**config.mk**
```make
export PLATFORM = sky130hd
export DESIGN_NAME = noc_credit_link
export DESIGN_NICKNAME = d
export VERILOG_FILES = /design/src/rtl/noc_credit_link.sv
export SDC_FILE = /design/constraint.sdc
export NUM_CORES = 1
export LEC_CHECK = 0
export CORE_AREA = 5 5 421 423
export CTS_CLUSTER_DIAMETER = 80
export DETAILED_ROUTE_END_ITERATION = 12
export DIE_AREA = 0 0 426 428
export GPL_ROUTABILITY_DRIVEN = 0
export PLACE_DENSITY = 0.47
export SLEW_MARGIN = 20
export SYNTH_ARGS = -nofsm -noshare
export SYNTH_HDL_FRONTEND = slang
export SYNTH_SLANG_ARGS = --single-unit
```
**constraint.sdc**
```tcl
create_clock -name clk -period 35.8 [get_ports clk]
set_input_delay 5.37 -clock clk [delete_from_list [all_inputs] [get_ports clk]]
set_output_delay 5.37 -clock clk [all_outputs]
set_load 0.1 [all_outputs]
```
**src/rtl/noc_credit_link.sv**
```systemverilog
// noc_credit_link: per-channel pipelined flit/credit link with an upstream credit monitor and sticky error flags
module noc_credit_link #(
  parameter int NUM_CHANNELS      = 4,
  parameter int FLIT_WIDTH        = 128,
  parameter int DEST_WIDTH        = 4,
  parameter int NUM_PIPELINE      = 2,
  parameter int FLIT_BUFFER_DEPTH = 2,
  parameter int CNT_WIDTH         = $clog2(FLIT_BUFFER_DEPTH + 1)
) (
  input  logic                                   clk,
  input  logic                                   rst,
  input  logic [NUM_CHANNELS-1:0][FLIT_WIDTH-1:0] data_in,
  input  logic [NUM_CHANNELS-1:0][DEST_WIDTH-1:0] dest_in,
  input  logic [NUM_CHANNELS-1:0]                is_tail_in,
  input  logic [NUM_CHANNELS-1:0]                send_in,
  output logic [NUM_CHANNELS-1:0]                credit_out,
  output logic [NUM_CHANNELS-1:0][FLIT_WIDTH-1:0] data_out,
  output logic [NUM_CHANNELS-1:0][DEST_WIDTH-1:0] dest_out,
  output logic [NUM_CHANNELS-1:0]                is_tail_out,
  output logic [NUM_CHANNELS-1:0]                send_out,
  input  logic [NUM_CHANNELS-1:0]                credit_in,
  input  logic                                   err_clear,
  output logic [NUM_CHANNELS-1:0][CNT_WIDTH-1:0] credit_count,
  output logic [NUM_CHANNELS-1:0]                err_no_credit,
  output logic [NUM_CHANNELS-1:0]                err_overflow
);
  localparam logic [CNT_WIDTH-1:0] MAX_CNT = CNT_WIDTH'(FLIT_BUFFER_DEPTH);
  generate
    if (NUM_PIPELINE == 0) begin : g_pass
      assign data_out    = data_in;
      assign dest_out    = dest_in;
      assign is_tail_out = is_tail_in;
      assign send_out    = send_in;
      assign credit_out  = credit_in;
    end else begin : g_pipe
      logic [NUM_PIPELINE-1:0][NUM_CHANNELS-1:0][FLIT_WIDTH-1:0] data_q;
      logic [NUM_PIPELINE-1:0][NUM_CHANNELS-1:0][DEST_WIDTH-1:0] dest_q;
      logic [NUM_PIPELINE-1:0][NUM_CHANNELS-1:0]                 tail_q;
      logic [NUM_PIPELINE-1:0][NUM_CHANNELS-1:0]                 send_q;
      logic [NUM_PIPELINE-1:0][NUM_CHANNELS-1:0]                 credit_q;
      always_ff @(posedge clk or posedge rst)
        if (rst) begin
          data_q   <= '0;
          dest_q   <= '0;
          tail_q   <= '0;
          send_q   <= '0;
          credit_q <= '0;
        end else begin
          data_q[0]   <= data_in;
          dest_q[0]   <= dest_in;
          tail_q[0]   <= is_tail_in;
          send_q[0]   <= send_in;
          credit_q[0] <= credit_in;
          for (int s = 1; s < NUM_PIPELINE; s++) begin
            data_q[s]   <= data_q[s-1];
            dest_q[s]   <= dest_q[s-1];
            tail_q[s]   <= tail_q[s-1];
            send_q[s]   <= send_q[s-1];
            credit_q[s] <= credit_q[s-1];
          end
        end
      assign data_out    = data_q[NUM_PIPELINE-1];
      assign dest_out    = dest_q[NUM_PIPELINE-1];
      assign is_tail_out = tail_q[NUM_PIPELINE-1];
      assign send_out    = send_q[NUM_PIPELINE-1];
      assign credit_out  = credit_q[NUM_PIPELINE-1];
    end
  endgenerate
  // A send and a returning credit in the same cycle cancel, so neither can violate.
  always_ff @(posedge clk or posedge rst)
    if (rst) begin
      credit_count  <= {NUM_CHANNELS{MAX_CNT}};
      err_no_credit <= '0;
      err_overflow  <= '0;
    end else begin
      if (err_clear) begin
        err_no_credit <= '0;
        err_overflow  <= '0;
      end
      for (int c = 0; c < NUM_CHANNELS; c++) begin
        if (send_in[c] && !credit_out[c]) begin
          if (credit_count[c] == '0) err_no_credit[c] <= 1'b1;
          else credit_count[c] <= credit_count[c] - CNT_WIDTH'(1);
        end
        if (credit_out[c] && !send_in[c]) begin
          if (credit_count[c] == MAX_CNT) err_overflow[c] <= 1'b1;
          else credit_count[c] <= credit_count[c] + CNT_WIDTH'(1);
        end
      end
    end
endmodule

```
# After elaboration in Yosys (flattened, before gate mapping)
# Cells that the tools add are included.
[totals] reg_bits=1096 output_inout_bits=556 wordCells=94
[classes] add_sub_neg=8 n_eq_ne=4 mux=34 reduce_logical=20
[ops] cell="2-to-1 mux 2 bit" count=16
[ops] cell="2-to-1 mux 1 bit" count=16
[ops] cell="adder 2 x 1 -> 2 bit, second input constant" count=4
[ops] cell="== test 2 bit, second input constant" count=4
[ops] cell="logical AND 1 bit" count=8
[ops] cell="logical NOT 1 bit" count=8
[ops] cell="logical NOT 2 bit" count=4
[ops] cell="2-to-1 mux 4 bit" count=2
[ops] cell="subtractor 2 x 1 -> 2 bit, second input constant" count=4

# Logic depth before layout (Yosys ltp)
[depth] depth_word=5 ltp_mapped=3 ltp_nobuf=3

# Worst setup path before layout
# No wires, ideal clock.
[synth_timing] kind="reg2out" start="reg credit_count[0] (netlist name)" end="out credit_count[0] (netlist name)" arrival_ns=0.969 required_ns=30.430 setup_slack_ns=29.461 stages_incl_launch_ff=1 path_buffers=0 path_cell_list="dfrtp_1"
[synth_lines] element="start: declaration" line_no="23" rtl="output logic [NUM_CHANNELS-1:0][CNT_WIDTH-1:0] credit_count,"
[synth_lines] element="start signal: assignment" line_no="72" rtl="credit_count <= {NUM_CHANNELS{MAX_CNT}};"
[synth_lines] element="start signal: indexed assignment" line_no="83" rtl="else credit_count[c] <= credit_count[c] - CNT_WIDTH'(1);"
[synth_lines] element="start signal: indexed assignment" line_no="87" rtl="else credit_count[c] <= credit_count[c] + CNT_WIDTH'(1);"
# No word-level cell between the ends.

==> qor.csv <==
metric,value,unit
yosysSeqAreaShare,0.861,
crit_chain,"clkdlybuf4s50_1, clkinvlp_4, buf_4, buf_4, buf_4, buf_4",
fmax,118,MHz
grt-ovfl-total,0,
drive_gt1_frac,0.106,
min_path_type,reg2reg,
stdcell_area,46100,sq um
synth_edf_count,0,
crit_fanout,68,
drt_pass1_iterations,4,
cts_setup_buffers,0,
worstSkewPairLatency,750,ps
vdd_drop_max,0.0000485,V
routed_wl,103000,microns
place_area,41800,sq um
worst_path_largest_cell_delay,750,ps
p_int,2.19,mW
setup_ws,27300,ps
ys_ff_latch,1096,
place_inst,4598,
synth_area_leaders,"dfrtp_1, buf_4, dfstp_2, a21oi_1, nand2b_1",
end_kind,async pin,
synth_top_area_share,0.858,
viasPerCell,3.00,
cp.required,36580,ps
antenna_left,0,
syn_area,31900,sq um
drt_iter0_markers,644,
finalSetupTns,0,ps
status,completed,
die-area,182000,sq um
ys_async_sr_fraction,1.00,
pwr_density_cell,66.4,nW/um^2
numPortBuffers,1098,
dp_hpwl,82100,microns
yosysTopAreaCell,dfrtp_1,
crit_type,in2async,
clockRootBuffer,clkbuf_16,
grt_pass1_wl,140000,microns
synthTopCellsByCount,"dfrtp_1, buf_4, a21oi_1, inv_1",
pwr-share-comb,0.141,
startpoint_type,input port,
rsz0062_at_grt,false,
cts_buffer_depth,3,
ctsResizeCount,0,
fin_util,0.266,
drt-met1-wl,35900,microns
synth_cells,1700,
syn_to_final_growth,44.7,%
synth_most_common_cell,dfrtp_1,
power_frac_seq,0.434,
grt_antenna_before_repair,66,
coreArea,173000,sq um
dp_slack,26010,ps
finalCritPeriodShare,0.237,
io_pins,1099,
drc,0,
top_layer_used,met5,
nets,2939,
reg2reg_slack,34750,ps
fin_crit,8500,ps
crit_arrival,9280,ps
cp_slowest_cell,buf_4,
initial_core_util,0.184,
vias,14500,
p_clk_frac,0.424,
wire_per_inst,21.3,microns
hold-worst-slack,322,ps
die_x,426,microns
p_leak,19.4,nW
cts_buffers,120,
total_power,3.06,mW
dr_wl_met3,8940,microns
drv_cap,0,
power_switching,0.871,mW
wl_met2,53400,microns
drv_slew,0,
clk_pin_slew,60,ps
setup_violations,0,
synth_cell_types,20,
relSlewSlack,0.249,
cts_tree,built,
hold_viol,0,
grt_use_total,0.112,
cts.sinks,1096,
rows,153,
hold_buffers,0,
syn_area_per_cell,18.7,sq um
die_height,428,microns
finalNonFillerCells,4845,
grt_pass1_vias,16200,
swShare,0.285,
worstMarginPinSlew,1120,ps
synthFlopType,dfrtp_1,
ys_warn_count,0,
crit_path_frequent_cell,buf_4,
synth_fp_nets,2243,
grt_max_degree,156,
skew,38.8,ps
h-tree-depth,3,
[power by group through the flow]
stage                     Sequential [mW]  Clock, mW  Combinational [mW]
after global placement               1.35          0               0.438
after detailed placement             1.35          0               0.438
after global routing                 1.34       1.40               0.447
after floorplan                      1.37          0               0.308
after CTS                            1.33       1.35               0.439
final                                1.33       1.30               0.432
[cell type report]
cell class | count | area, sq um
Fill cell | 17700 | 127000
Sequential cell | 1096 | 27400
Timing Repair Buffer | 1115 | 11100
Clock buffer | 171 | 3460
Tap cell | 2325 | 2910
Clock inverter | 56 | 812
Multi-Input combinational cell | 54 | 344
Antenna cell | 19 | 47.5
Inverter | 9 | 37.5
[logic make-up after synthesis]
group                  share of synthesized area
AOI/OAI and AO/OA                        0.00448
buffers and inverters                      0.128
DFF                                        0.861
and+or+nand+nor                          0.00601
muxes                                   0.000314
[layout by cell type (no fill, tap or decap), drive strengths merged, types with 4 or more instances in the layout]
master	instances
a21oi	10
and2b	6
buf	50
bufinv	13
clkbuf	171
clkdlybuf4s50	1065
clkinv	23
clkinvlp	8
dfrtp	1092
dfstp	4
diode	19
inv	21
nand2	4
nand2b	6
nor2	4
nor3	6
o22ai	5
[layer usage]
layer,GRT usage,vias to the layer above
met5,0,-
met4,0.0582,12
met3,0.0436,217
met2,0.194,693
met1,0.117,7438
li1,-,6167
[worst paths after layout]
check                                              from                            to  cells past startpoint
max                                                 rst  g_pipe.data_q[359]$_DFF_PP0_                      6
min                        g_pipe.data_q[344]$_DFF_PP0_       data_out[344]$_DFF_PP0_                      0
max reg2reg                   credit_count[0]$_DFF_PP0_     credit_count[0]$_DFF_PP0_                      3
min reg2reg                g_pipe.data_q[344]$_DFF_PP0_       data_out[344]$_DFF_PP0_                      0
max in group clk              credit_count[5]$_DFF_PP1_               credit_count[5]                      1
min in group asynchronous                           rst       data_out[159]$_DFF_PP0_                      2
[state kept, by name, summed over array words and instances, names as in the netlist]
| register | count |
|---|---|
| g_pipe.data_q | 512 |
| g_pipe.dest_q | 16 |
| err_no_credit | 4 |
| err_overflow | 4 |
| g_pipe.credit_q | 4 |
| is_tail_out | 4 |
| send_out | 4 |
| data_out | 512 |
| dest_out | 16 |
| g_pipe.tail_q | 4 |
| credit_out | 4 |
| g_pipe.send_q | 4 |
| credit_count | 8 |
[worst max-delay path, delay by kind of cell]
kind                   cells  cell delay [ps]
buffers and inverters      6             3750
Power figures use the tool's default switching activity.
